File: src/rtl/jfpjc_pkg.sv
// Shared constants and state encoding for the jfpjc entropy output path.
package jfpjc_pkg;

  localparam logic [7:0] JPEG_MARKER_PREFIX = 8'hFF;
  localparam logic [7:0] JPEG_EOI           = 8'hD9;
  localparam logic [7:0] JPEG_STUFF         = 8'h00;

  typedef enum logic [2:0] {
    IDLE   = 3'd0,
    EMIT   = 3'd1,
    STUFF  = 3'd2,
    EOI_FF = 3'd3,
    EOI_D9 = 3'd4
  } stuffer_state_e;

endpackage

File: src/rtl/jfpjc_byte_stuffer.sv
// Serialises packed Huffman words into a JPEG scan byte stream,
// inserting 0x00 after every 0xFF data byte and optionally appending EOI.
module jfpjc_byte_stuffer
  import jfpjc_pkg::*;
#(
  parameter bit          APPEND_EOI  = 1'b1,
  parameter int unsigned COUNT_WIDTH = 24
) (
  input  logic                   clock,
  input  logic                   reset,
  input  logic [31:0]            data_in,
  input  logic                   data_in_valid,
  output logic                   data_in_ready,
  input  logic                   data_in_last,
  input  logic [2:0]             data_in_nbytes,
  output logic [7:0]             byte_out,
  output logic                   byte_out_valid,
  input  logic                   byte_out_ready,
  output logic                   byte_out_last,
  output logic [COUNT_WIDTH-1:0] byte_count,
  output logic [COUNT_WIDTH-1:0] stuff_count
);

  stuffer_state_e state, state_next, after_lane;
  logic [31:0] word, word_next;
  logic        word_last, word_last_next;
  logic [2:0]  rem, rem_next, in_rem;
  logic [1:0]  lane, lane_next;
  logic [7:0]  lane_byte, byte_next;
  logic        valid_next, olast_next;
  logic        accept, xfer, more_lanes, final_lane_next;

  assign data_in_ready = (state == IDLE);
  assign accept        = data_in_valid && data_in_ready;
  assign xfer          = byte_out_valid && byte_out_ready;
  // Non-last words always carry four bytes; oversized counts saturate at four.
  assign in_rem        = !data_in_last ? 3'd4 :
                         (data_in_nbytes > 3'd4) ? 3'd4 : data_in_nbytes;
  assign more_lanes    = (3'(lane) + 3'd1) < rem;

  always_comb begin
    after_lane = IDLE;
    if (more_lanes)
      after_lane = EMIT;
    else if (word_last && APPEND_EOI)
      after_lane = EOI_FF;
  end

  // Next-state logic
  always_comb begin
    state_next = state;
    case (state)
      IDLE: begin
        if (accept) begin
          if (in_rem != 3'd0)
            state_next = EMIT;
          else if (data_in_last && APPEND_EOI)
            state_next = EOI_FF;
        end
      end
      EMIT: begin
        if (xfer)
          state_next = (byte_out == JPEG_MARKER_PREFIX) ? STUFF : after_lane;
      end
      STUFF:  if (xfer) state_next = after_lane;
      EOI_FF: if (xfer) state_next = EOI_D9;
      EOI_D9: if (xfer) state_next = IDLE;
      default: state_next = IDLE;
    endcase
  end

  // Datapath and registered-output next values
  always_comb begin
    word_next      = word;
    word_last_next = word_last;
    rem_next       = rem;
    lane_next      = lane;
    if (accept) begin
      word_next      = data_in;
      word_last_next = data_in_last;
      rem_next       = in_rem;
      lane_next      = 2'd0;
    end else if (xfer && more_lanes &&
                 (state == STUFF || (state == EMIT && byte_out != JPEG_MARKER_PREFIX))) begin
      lane_next = lane + 2'd1;
    end

    case (lane_next)
      2'd0:    lane_byte = word_next[7:0];
      2'd1:    lane_byte = word_next[15:8];
      2'd2:    lane_byte = word_next[23:16];
      default: lane_byte = word_next[31:24];
    endcase

    final_lane_next = (3'(lane_next) + 3'd1) == rem_next;

    byte_next = byte_out;
    case (state_next)
      EMIT:    byte_next = lane_byte;
      STUFF:   byte_next = JPEG_STUFF;
      EOI_FF:  byte_next = JPEG_MARKER_PREFIX;
      EOI_D9:  byte_next = JPEG_EOI;
      default: byte_next = byte_out;
    endcase

    valid_next = (state_next != IDLE);

    if (APPEND_EOI)
      olast_next = (state_next == EOI_D9);
    else
      olast_next = word_last_next && final_lane_next &&
                   ((state_next == EMIT && lane_byte != JPEG_MARKER_PREFIX) ||
                    state_next == STUFF);
  end

  always_ff @(posedge clock) begin
    if (reset) begin
      state          <= IDLE;
      word           <= '0;
      word_last      <= 1'b0;
      rem            <= '0;
      lane           <= '0;
      byte_out       <= '0;
      byte_out_valid <= 1'b0;
      byte_out_last  <= 1'b0;
      byte_count     <= '0;
      stuff_count    <= '0;
    end else begin
      state          <= state_next;
      word           <= word_next;
      word_last      <= word_last_next;
      rem            <= rem_next;
      lane           <= lane_next;
      byte_out       <= byte_next;
      byte_out_valid <= valid_next;
      byte_out_last  <= olast_next;
      if (xfer)
        byte_count <= byte_count + COUNT_WIDTH'(1);
      if (xfer && state == STUFF)
        stuff_count <= stuff_count + COUNT_WIDTH'(1);
    end
  end

endmodule

File: config.mk
export PLATFORM = sky130hd
export DESIGN_NAME = jfpjc_byte_stuffer
export DESIGN_NICKNAME = d
export VERILOG_FILES = /design/src/rtl/jfpjc_pkg.sv /design/src/rtl/jfpjc_byte_stuffer.sv
export SDC_FILE = /design/constraint.sdc
export NUM_CORES = 1
export LEC_CHECK = 0
export ABC_AREA = 1
export CORE_MARGIN = 4
export CORE_UTILIZATION = 39
export CTS_CLUSTER_DIAMETER = 120
export DETAILED_ROUTE_END_ITERATION = 12
export HOLD_SLACK_MARGIN = 0.05
export PLACE_DENSITY = 0.67
export REMOVE_ABC_BUFFERS = 1
export SLEW_MARGIN = 25
export SYNTH_ARGS = -nofsm -noshare
export SYNTH_HDL_FRONTEND = slang
export SYNTH_SLANG_ARGS = --single-unit
File: constraint.sdc
create_clock -name clock -period 2.05 [get_ports clock]
set_input_delay 0.41 -clock clock [delete_from_list [all_inputs] [get_ports clock]]
set_output_delay 0.41 -clock clock [all_outputs]
set_load 0.02 [all_outputs]
==> Flow_metrics.wiki, run 1 <==
{| class="wikitable"
! Metric !! Value
|-
| Result of the run || finished with violations
|-
| Failing checks || negative setup slack
|-
| Post-layout min period || 2090 ps
|-
| Detailed placer's ending HPWL || 8680 um
|-
| Die span in x || 119 um
|-
| Via count of the routed design || 4510
|-
| Final hold violation count || 0
|-
| Unrepaired setup endpoints after global routing || yes
|-
| Total congestion overflow || 0
|-
| Number of pins with negative max-slew slack in the final report || 0
|-
| Die Footprint || 14200 um^2
|-
| Required time of the critical path || 2330 ps
|-
| Share of total power in combinational logic || 21.5%
|-
| Die outline height || 119 um
|-
| Average cell area after synthesis || 7.62 um^2
|-
| Portion of the post-synthesis area used by sequential elements || 41.0%
|-
| Number of nets with antenna violations after routing || 0
|-
| Initial antenna violation count || 0
|-
| Area of the multi-input gates || 2570 um^2
|-
| Most used cell, CP || nand2_2
|-
| I/O Pins || 99
|-
| IR drop worst, VDD || 0.407 mV
|-
| Number of sinks handled by clock tree synthesis || 99
|-
| Placed cell areas || 6150 um^2
|-
| 1st-iter DRT viols || 246
|-
| Sum of buffers and inverters on the critical path || 0
|-
| Least-Margin Pin Slew || 734 ps
|-
| Total leakage power || 2.66 nW
|-
| Internal cell power || 0.00329 W
|-
| Synthesis-to-finish area growth || 36.3%
|-
| Sequential power share || 46.0%
|-
| Number of buffers created by CTS || 9
|-
| Normalized max-slew margin || 51.1%
|-
| Antenna cell count || 0
|-
| Post-Syn Instances || 634
|-
| Largest stage delay, worst path || 330 ps
|-
| Cell family with the largest share of critical-path delay || simple AND/OR/NAND/NOR gates
|-
| Crit-path slowest cell || dfxtp_2
|-
| Final cell area excluding filler cells || 6580 um^2
|-
| Overall routed net length || 12000 um
|-
| Yosys warns || 0
|-
| Clk slew on worst S/H paths || 70 ps
|-
| Clock Tree Buf Depth || 2
|-
| Cell Rows || 40
|-
| Clock insertion delay at the later pin of the skew report || 350 ps
|-
| Period utilization || 102%
|-
| Minimum hold slack || 461 ps
|-
| Worst endpoint data arrival time || 2370 ps
|-
| CTS tree || built
|-
| Via count of the first global-routing pass || 4391
|-
| CP startpoint kind || flop
|-
| Clock Power Share || 32.5%
|-
| Total power density per cell area || 702 nW/um^2
|-
| Critical Setup Path Class || reg -> reg
|-
| Fillers || 1141
|-
| Number of port buffers || 98
|-
| Area inside the core boundary || 12100 um^2
|-
| Top flip-flop cell by instance count after synthesis || dfxtp_1
|-
| Accumulated negative setup slack || -180 ps
|-
| Maximum number of pins on one net before global-route repair || 68
|-
| DRC violation count after routing || 0
|-
| Overall Power || 0.00462 W
|-
| Proportion of netlist area held by the largest area contributor || 41.0%
|-
| Chain of cells forming the critical path || ha_4 > ha_4 > a21oi_2 > nand2_2 > nor2_4 > nand2_2 > nand2_2 > nand3_4 > nor2_4 > nand2_1 > nand3_2 > nand2_1 > a21oi_2
|-
| Final Net Count || 806
|-
| Synth area leader || dfxtp_1
|-
| Global-route wire length before repair || 19600 um
|-
| Final weighted congestion in routability-driven placement || 0.833
|-
| Netlist cell types || 45
|-
| Via count normalized by instance count || 4.84
|-
| Pre-CTS setup slack || -315 ps
|-
| FMAX || 478 MHz
|-
| Initial Util || 40.0%
|-
| Kind of end point of the critical path || flop
|-
| Flip-flop and latch area || 1980 um^2
|-
| Number of flops mapped to enable cells by yosys || 0
|-
| Number of iterations in the first detailed-routing pass || 4
|-
| Proportion of layout cells with a drive suffix above 1 || 17.4%
|-
| Hold-fix buffers at CTS || 0
|-
| Post-synth ARST share || 0%
|-
| Total routing usage reported by global routing || 16.8%
|-
| # Max-Cap Violations || 0
|-
| CTS Root Cell || clkbuf_16
|-
| Switching power summed over all nets || 0.00133 W
|-
| Flop and latch count out of synthesis || 99
|-
| Total standard cell area after synthesis || 4830 um^2
|-
| Leading cell types by total area after synthesis || dfxtp_1 (41%), nand2_1 (7.6%), nor2_1 (7.4%)
|-
| Number of levels the H-tree was split into || 3
|-
| Setup skew after layout || 8.81 ps
|-
| Setup slack of the critical path after layout || -40.3 ps
|-
| Crit-path max FO || 8
|-
| Final number of setup-violating endpoints || 8
|-
| Per-cell routed wire length || 12.8 um
|-
| Fraction of power spent switching nets || 28.8%
|-
| Hold Path Class || reg -> reg
|}
## path summary, 6_finish.rpt
path,start,end,slack [ps],depth (start not counted)
max reg2reg,lane[1],byte_out[4],-40,13
max,lane[1],byte_out[4],-40,13
min,byte_count[6],byte_count[6],460,2
min reg2reg,byte_count[6],byte_count[6],460,2
## cell type report
class | count | area share [%]
clock buffers | 10 | 3.48
clock inverters | 4 | 0.304
inverters | 83 | 4.85
multi-input cells | 438 | 39.1
flip-flops and latches | 99 | 30.2
well taps | 168 | 3.19
repair buffers | 130 | 18.9
## metal layers
metal  part of all wire (%)  GRT usage (%)  up-vias
met5                      0              0        -
met2                     47           28.5      108
met3                    4.7           3.70       21
met1                     46           20.6     2099
met4                    1.8           6.95        0
li1                       -              -     2282
## cell usage in the layout, fill, tap and decap left out, drive strengths merged
cell             n
clkbuf          10
mux2i           18
o21a            14
clkinv           4
nor3            15
o21bai           1
xnor2            4
ha               5
a21o             1
o21ai           41
a211oi           1
nand4            5
xor2             7
o211ai           2
clkdlybuf4s50   95
nand2          113
nand3b           1
nand3           31
and3             2
a31oi            2
nor4             3
dfxtp           99
dlygate4sd2      1
or2             20
nor2           111
buf             33
dlymetal6s2s     1
inv             83
nor3b            6
a21oi           35
## synth_stat cells (all sizes together), types with 3 or more instances
| library cell | count |
|---|---|
| o21ai | 41 |
| or2 | 20 |
| o21a | 14 |
| dfxtp | 99 |
| nand2 | 112 |
| clkbuf | 11 |
| nor4 | 3 |
| inv | 83 |
| a21oi | 35 |
| nor3b | 6 |
| nor3 | 15 |
| mux2i | 18 |
| nor2 | 110 |
| nand4 | 5 |
| ha | 5 |
| xor2 | 7 |
| buf | 5 |
| nand3 | 31 |
| xnor2 | 4 |
## power groups by stage
| stage | combinational, W | sequential, W | clock (W) |
|---|---|---|---|
| after floorplan | 0.000504 | 0.00220 | 0 |
| after global placement | 0.000909 | 0.00216 | 0 |
| after detailed placement | 0.000924 | 0.00216 | 0 |
| after global routing | 0.00110 | 0.00214 | 0.00160 |
| after CTS | 0.000950 | 0.00212 | 0.00154 |
| final | 0.000995 | 0.00212 | 0.00150 |
## worst register-to-register path: cells and delay by family (launching register included)
| family | cells | cell delay, ps |
|---|---|---|
| fa+ha+maj | 2 | 410 |
| simple gates | 9 | 1050 |
| compound gates | 2 | 230 |
| flops | 1 | 330 |
## cells by family after synthesis
logic type	synth area share (%)
and+or+nand+nor	32.1
buffers and inverters	8.58
DFF	41.0
AOI/OAI and AO/OA	11.3
muxes	3.73
xor gates and xnor gates	2.00
adders and majority gates	1.30
## through the flow
stage                     std cells  util, %
final                           932     54.6
after global routing            932     54.6
after CTS                       929     53.9
after detailed placement        913     51.0
after global placement          913     51.0
after floorplan                 618        -
## registers in the layout (all words and copies together) (netlist names)
signal / cells
state: 3
byte_out: 8
word: 32
lane: 2
stuff_count: 24
rem: 3
byte_count: 24
word_last: 1
byte_out_last: 1
byte_out_valid: 1
## timing repair
item	in CTS	in global routing
gates cloned	1	1
endpoints found under the setup margin	9	22
gates resized for setup	16	16
pin swaps	13	19
setup buffers	1	2
Note: power is estimated with default switching activity, not from simulation.
==> inputs of run 2 (changes only) <==
--- a/config.mk
+++ b/config.mk
@@ -8,10 +8,9 @@
 export ABC_AREA = 1
 export CORE_MARGIN = 4
 export CORE_UTILIZATION = 39
-export CTS_CLUSTER_DIAMETER = 120
 export DETAILED_ROUTE_END_ITERATION = 12
 export HOLD_SLACK_MARGIN = 0.05
-export PLACE_DENSITY = 0.67
+export PLACE_DENSITY = 0.64
 export REMOVE_ABC_BUFFERS = 1
 export SLEW_MARGIN = 25
 export SYNTH_ARGS = -nofsm -noshare
==> constraint.sdc (replaced) <==
create_clock -name clock -period 1.93 [get_ports clock]
set_input_delay 0.386 -clock clock [delete_from_list [all_inputs] [get_ports clock]]
set_output_delay 0.386 -clock clock [all_outputs]
set_load 0.02 [all_outputs]
==> run 2 against run 1 <==
- the flow still finishes with violations (negative setup slack)
- setup slack worse by 160 ps
- die area unchanged
- count of clock-buffer cells in the layout up 1
- final cell count up 2.4%
- register-to-register slack worse by 160 ps
- combinational power up 9.5%
- sequential power up 7%
- wire length up 4.2%
- clock skew down 3.3 ps
- fmax down 1.8%
- flip-flop and latch count unchanged
- utilization up 2.1 points
- largest cell class unchanged
==> Flow_metrics.wiki, run 2 (same netlist as run 1, synthesis figures left out) <==
{| class="wikitable"
! Metric !! Value
|-
| Number of port buffers || 98 (unchanged)
|-
| Detailed placer's ending HPWL || 9050 um (+4.4%)
|-
| Number of flip-flops under the largest register name || 32 (unchanged)
|-
| Area inside the core boundary || 12100 um^2 (unchanged)
|-
| Most used cell, CP || nand2_2
|-
| Cell Rows || 40 (unchanged)
|-
| Largest stage delay, worst path || 340 ps (about the same)
|-
| Sum of buffers and inverters on the critical path || 2 (+2)
|-
| CP startpoint kind || flop
|-
| Per-cell routed wire length || 13.1 um (+1.8%)
|-
| IR drop worst, VDD || 0.501 mV (+23%)
|-
| Number of pins with negative max-slew slack in the final report || 0 (unchanged)
|-
| Maximum number of pins on one net before global-route repair || 68 (unchanged)
|-
| I/O Pins || 99 (unchanged)
|-
| Clock Tree Buf Depth || 2 (unchanged)
|-
| Setup skew after layout || 5.48 ps (-3.33 ps)
|-
| Synthesis-to-finish area growth || 41.6%
|-
| Setup slack of the critical path after layout || -198 ps (-158 ps)
|-
| Crit-path max FO || 8 (unchanged)
|-
| Required time of the critical path || 2210 ps (-120 ps)
|-
| Via count of the first global-routing pass || 4562 (+3.9%)
|-
| Result of the run || finished with violations
|-
| CTS tree || built
|-
| Die Footprint || 14200 um^2 (unchanged)
|-
| DRC violation count after routing || 0 (unchanged)
|-
| Critical Setup Path Class || reg -> reg
|-
| Clock insertion delay at the later pin of the skew report || 340 ps (about the same)
|-
| Number of sinks handled by clock tree synthesis || 99 (unchanged)
|-
| FMAX || 470 MHz (-1.8%)
|-
| Final number of setup-violating endpoints || 9 (+1)
|-
| Largest reg by FF count || word
|-
| CTS Root Cell || clkbuf_16
|-
| Commonest cells after routing, fill and taps aside || clkdlybuf4s50_1 (95), dfxtp_1 (93), nor2_1 (92)
|-
| Commonest non-fill, non-tap cell in the layout || clkdlybuf4s50_1
|-
| Chain of cells forming the critical path || ha_4 > ha_4 > a21oi_4 > nand2_2 > buf_4 > nand2_2 > o21ai_2 > o21ai_2 > nand2_2 > nor2_4 > buf_6 > nand3_1 > a21oi_1
|-
| Initial antenna violation count || 0 (unchanged)
|-
| Failing checks || negative setup slack
|-
| Unrepaired setup endpoints after global routing || yes
|-
| Total routing usage reported by global routing || 17.5% (+0.73 points)
|-
| Final Instance Count excl. Fillers || 954 (+2.4%)
|-
| Final Net Count || 826 (+2.5%)
|-
| Largest registers || word x32, byte_count x24, stuff_count x24
|-
| Period utilization || 110% (+8.3 points)
|-
| Cell family with the largest share of critical-path delay || simple AND/OR/NAND/NOR gates
|-
| Total leakage power || 2.78 nW (+4.6%)
|-
| Total congestion overflow || 0 (unchanged)
|-
| Hold Path Class || reg -> reg
|-
| Total power density per cell area || 748 nW/um^2 (+6.5%)
|-
| Number of nets with antenna violations after routing || 0 (unchanged)
|-
| Post-layout min period || 2130 ps (+37.8 ps)
|-
| Die span in x || 119 um (unchanged)
|-
| Kind of end point of the critical path || flop
|-
| Least-Margin Pin Slew || 436 ps (-297 ps)
|-
| Global-route wire length before repair || 20600 um (+4.9%)
|-
| Final hold violation count || 0 (unchanged)
|-
| # Max-Cap Violations || 0 (unchanged)
|-
| Number of iterations in the first detailed-routing pass || 4 (unchanged)
|-
| Final Core Density || 56.7% (+2.1 points)
|-
| Via count normalized by instance count || 4.76 (-1.7%)
|-
| Normalized max-slew margin || 70.9% (+20 points)
|-
| Fillers || 1150 (+0.79%)
|-
| Cell count after placement || 928 (+1.6%)
|-
| 1st-iter DRT viols || 237 (-3.7%)
|-
| Clk slew on worst S/H paths || 70 ps (about the same)
|-
| Overall routed net length || 12500 um (+4.2%)
|-
| Antenna cell count || 0 (unchanged)
|-
| Via count of the routed design || 4537 (+0.60%)
|-
| Final weighted congestion in routability-driven placement || 0.805 (-3.4%)
|-
| Crit-path slowest cell || dfxtp_2
|-
| Worst endpoint data arrival time || 2400 ps (+30 ps)
|-
| Proportion of layout cells with a drive suffix above 1 || 20.6% (+3.2 points)
|-
| Number of levels the H-tree was split into || 3 (unchanged)
|-
| Die outline height || 119 um (unchanged)
|-
| Initial Util || 40.0% (unchanged)
|-
| Number of buffers created by CTS || 9 (unchanged)
|}
run 2: cell count changes in the layout (fill, tap and decap cells not counted), moves of 3 or more:
cell | before | now
a21oi_1 | 27 | 30
dfxtp_2 | 2 | 5
nand3_1 | 19 | 23
dfxtp_1 | 97 | 93
buf_6 | 0 | 3
a21oi_2 | 8 | 4
nand3_2 | 9 | 4
buf_4 | 30 | 48
nor2_4 | 9 | 12
run 2: layer usage:
metal,wire length [um],global-route usage [%]
met1,5680,21.8
met2,6100,30.1
met3,479,3.09
met4,196,6.95
met5,0,0
run 2: tightest hold or removal path, cell delays in order, from the launching register on:
cell and delay [ps]:
dfxtp_1 320, inv_1 50, a21oi_1 50
run 2: layout make-up:
| class | count | area [um^2] | share of cell area [%] |
|---|---|---|---|
| clock buffers | 11 | 233 | 3.40 |
| repair buffers | 151 | 1410 | 20.6 |
| multi-input cells | 437 | 2620 | 38.4 |
| clock inverters | 5 | 53.8 | 0.787 |
| well taps | 168 | 210 | 3.07 |
| flip-flops and latches | 99 | 1990 | 29.1 |
| inverters | 83 | 319 | 4.67 |
run 2: through the flow:
step / total power, W / hold slack (ps) / area, um^2 / setup slack, ps / TNS, ps
2_1_floorplan: 0.00287 / 439 / 4730 / -98.8 / -776
3_3_place_gp: 0.00331 / 451 / 6270 / -370 / -9720
3_5_place_dp: 0.00333 / 452 / 6270 / -430 / -11710
4_1_cts: 0.00513 / 463 / 6660 / -230 / -1830
5_1_grt: 0.00538 / 499 / 6840 / -287 / -2360
6_report: 0.00511 / 461 / 6840 / -198 / -1410
run 2: worst paths after layout:
path | from | slack [ps] | depth (start not counted) | to
worst max-delay path | lane[0] | -200 | 13 | byte_out[3]
worst min register to register | byte_count[6] | 460 | 2 | byte_count[6]
worst min-delay path | byte_count[6] | 460 | 2 | byte_count[6]
worst max register to register | lane[0] | -200 | 13 | byte_out[3]
run 2: timing repair:
action	CTS	global route
hold buffers	0	0
cloned	1	0
gates resized for setup	16	38
pin swaps	22	24
setup buffers	3	6
endpoints found under the setup margin	17	22
run 2: power breakdown:
part           switching [W]  internal (W)
clock               0.000765       0.00100
sequential         0.0000809       0.00217
combinational       0.000588      0.000503
==> inputs of run 3 (changes only) <==
--- a/config.mk
+++ b/config.mk
@@ -12,6 +12,7 @@
 export HOLD_SLACK_MARGIN = 0.05
 export PLACE_DENSITY = 0.64
 export REMOVE_ABC_BUFFERS = 1
+export SKIP_LAST_GASP = 1
 export SLEW_MARGIN = 25
 export SYNTH_ARGS = -nofsm -noshare
 export SYNTH_HDL_FRONTEND = slang
==> run 3 against run 2 <==
- the run still ends with negative setup slack left
- first-iteration DRC count is the same
- design area is essentially flat
- utilization is essentially flat
- sequential share of layout area is essentially flat
- wire length is essentially flat
- clock skew shrank 0.50 ps
- count of clock-buffer cells in the layout is the same
- register-to-register slack is essentially flat
- critical path type unchanged
==> Flow_metrics.wiki, run 3 (same netlist as run 1, synthesis figures left out) <==
{| class="wikitable"
! Metric !! Value
|-
| Result of the run || finished with violations
|-
| Failing checks || negative setup slack
|-
| Synthesis-to-finish area growth || 41.6% (about the same)
|-
| Critical Setup Path Class || reg -> reg
|-
| Hold Path Class || reg -> reg
|-
| Final Core Density || 56.7% (about the same)
|-
| Unrepaired setup endpoints after global routing || yes
|-
| 1st-iter DRT viols || 237 (unchanged)
|-
| CP startpoint kind || flop
|-
| Initial Util || 40.0% (unchanged)
|-
| CTS Root Cell || clkbuf_16
|-
| Post-layout min period || 2130 ps (+1.02 ps)
|-
| Number of iterations in the first detailed-routing pass || 4 (unchanged)
|-
| # Max-Cap Violations || 0 (unchanged)
|-
| Number of nets with antenna violations after routing || 0 (unchanged)
|-
| Number of buffers created by CTS || 9 (unchanged)
|-
| Final Net Count || 826 (unchanged)
|-
| Per-cell routed wire length || 13.1 um (about the same)
|-
| IR drop worst, VDD || 0.502 mV (about the same)
|-
| Number of levels the H-tree was split into || 3 (unchanged)
|-
| CTS tree || built
|-
| Initial antenna violation count || 0 (unchanged)
|-
| Detailed placer's ending HPWL || 9050 um (unchanged)
|-
| Crit-path max FO || 8 (unchanged)
|-
| Startpoint of the lowest-slack register-to-register path || lane[0]
|-
| Commonest non-fill, non-tap cell in the layout || clkdlybuf4s50_1
|-
| I/O Pins || 99 (unchanged)
|-
| Number of flip-flops under the largest register name || 32 (unchanged)
|-
| Die span in x || 119 um (unchanged)
|-
| Proportion of layout cells with a drive suffix above 1 || 20.6% (unchanged)
|-
| Required time of the critical path || 2210 ps (about the same)
|-
| Largest reg by FF count || word
|-
| Final weighted congestion in routability-driven placement || 0.805 (unchanged)
|-
| Final cell area excluding filler cells || 6840 um^2 (about the same)
|-
| Number of port buffers || 98 (unchanged)
|-
| Setup skew after layout || 4.98 ps (-0.504 ps)
|-
| Area inside the core boundary || 12100 um^2 (unchanged)
|-
| Via count normalized by instance count || 4.76 (about the same)
|-
| Setup slack of the critical path after layout || -199 ps (-1.02 ps)
|-
| Global-route wire length before repair || 20600 um (unchanged)
|-
| Clk slew on worst S/H paths || 70 ps (about the same)
|-
| Largest registers || word x32, byte_count x24, stuff_count x24
|-
| Least-Margin Pin Slew || 423 ps (-13.8 ps)
|-
| Reg2Reg Setup Slack || -200 ps (about the same)
|-
| Cell Rows || 40 (unchanged)
|-
| DRC violation count after routing || 0 (unchanged)
|-
| Total power density per cell area || 748 nW/um^2 (about the same)
|-
| Maximum number of pins on one net before global-route repair || 68 (unchanged)
|-
| Kind of end point of the critical path || flop
|-
| Origin of the worst min-delay path || byte_count[6]
|-
| Via count of the routed design || 4540 (+0.066%)
|-
| Commonest cells after routing, fill and taps aside || clkdlybuf4s50_1 (95), dfxtp_1 (93), nor2_1 (92)
|-
| Via count of the first global-routing pass || 4562 (unchanged)
|-
| Fillers || 1149 (-0.087%)
|-
| Period utilization || 110% (about the same)
|-
| Number of sinks handled by clock tree synthesis || 99 (unchanged)
|-
| Die Footprint || 14200 um^2 (unchanged)
|-
| Worst Reg-to-Reg Cells || 13 (unchanged)
|-
| Final number of setup-violating endpoints || 9 (unchanged)
|-
| WHS Endpoint || byte_count[6]
|-
| Number of instances on the worst hold path || 2 (unchanged)
|-
| FMAX || 470 MHz (about the same)
|-
| Worst endpoint data arrival time || 2410 ps (about the same)
|-
| Placed cell areas || 6270 um^2 (unchanged)
|-
| Reg2reg end || byte_out[3]
|-
| Overall routed net length || 12500 um (about the same)
|-
| Clock Tree Buf Depth || 2 (unchanged)
|-
| Die outline height || 119 um (unchanged)
|-
| Normalized max-slew margin || 71.8% (+0.92 points)
|-
| Total leakage power || 2.78 nW (about the same)
|-
| Antenna cell count || 0 (unchanged)
|-
| Number of pins with negative max-slew slack in the final report || 0 (unchanged)
|-
| Clock insertion delay at the later pin of the skew report || 340 ps (about the same)
|-
| Total congestion overflow || 0 (unchanged)
|-
| Total routing usage reported by global routing || 17.5% (unchanged)
|-
| Final hold violation count || 0 (unchanged)
|}
-- run 3: cell counts in the layout (fill, tap and decap cells not counted) --
No cell type changed its count.
-- run 3: how the worst max path moves through the flow --
stage	from	to	slack, ps	depth (start not counted)
2_1_floorplan	lane[0]	byte_out[1]	-100	13
3_3_place_gp	byte_out_ready	byte_count[20]	-370	12
3_5_place_dp	byte_out_ready	stuff_count[20]	-430	12
4_1_cts	lane[1]	byte_out[3]	-230	13
5_1_grt	lane[0]	byte_out[3]	-290	13
6_report	lane[0]	byte_out[3]	-200	13
-- run 3: critical path, stage by stage, from the launching register on --
cell and delay, ps:
dfxtp_2 340, ha_4 160, ha_4 230, a21oi_4 150, nand2_2 100, buf_4 150, nand2_2 60, o21ai_2 60
o21ai_2 140, nand2_2 120, nor2_4 230, buf_6 130, nand3_1 70, a21oi_1 130
-- run 3: timing repair --
action,CTS,global route
buffers inserted,3,6
hold buffers,0,0
setup endpoints to repair,17,22
pin swaps,22,24
gates resized for setup,16,37
cloned,1,0
-- run 3: through the flow --
stage	hold WS, ps	power [W]	TNS, ps	instances	setup slack [ps]
detailed placement	452	0.00333	-11710	928	-430
global placement	451	0.00331	-9720	928	-370
global route	499	0.00538	-2350	954	-287
CTS	463	0.00513	-1830	948	-230
floorplan	439	0.00287	-776	618	-98.8
finish	461	0.00511	-1410	954	-199
-- run 3: power breakdown --
group / internal (W) / leakage (nW) / switching, W / total, W
Combinational: 0.000502 / 1.83 / 0.000587 / 0.00109
Sequential: 0.00217 / 0.810 / 0.0000809 / 0.00226
Clock: 0.00100 / 0.143 / 0.000767 / 0.00177
Total: 0.00368 / 2.78 / 0.00143 / 0.00511
-- run 3: cell type report --
type | count | area (um^2) | area share [%]
clock inverters | 5 | 53.8 | 0.787
flip-flops and latches | 99 | 1990 | 29.1
inverters | 83 | 319 | 4.67
multi-input cells | 437 | 2620 | 38.4
clock buffers | 11 | 233 | 3.40
well taps | 168 | 210 | 3.08
repair buffers | 151 | 1400 | 20.5
-- run 3: routing by layer --
| metal | global-route usage, % | routed length [um] |
|---|---|---|
| met1 | 21.8 | 5670 |
| met2 | 30.1 | 6110 |
| met3 | 3.09 | 487 |
| met4 | 6.95 | 196 |
| met5 | 0 | 0 |
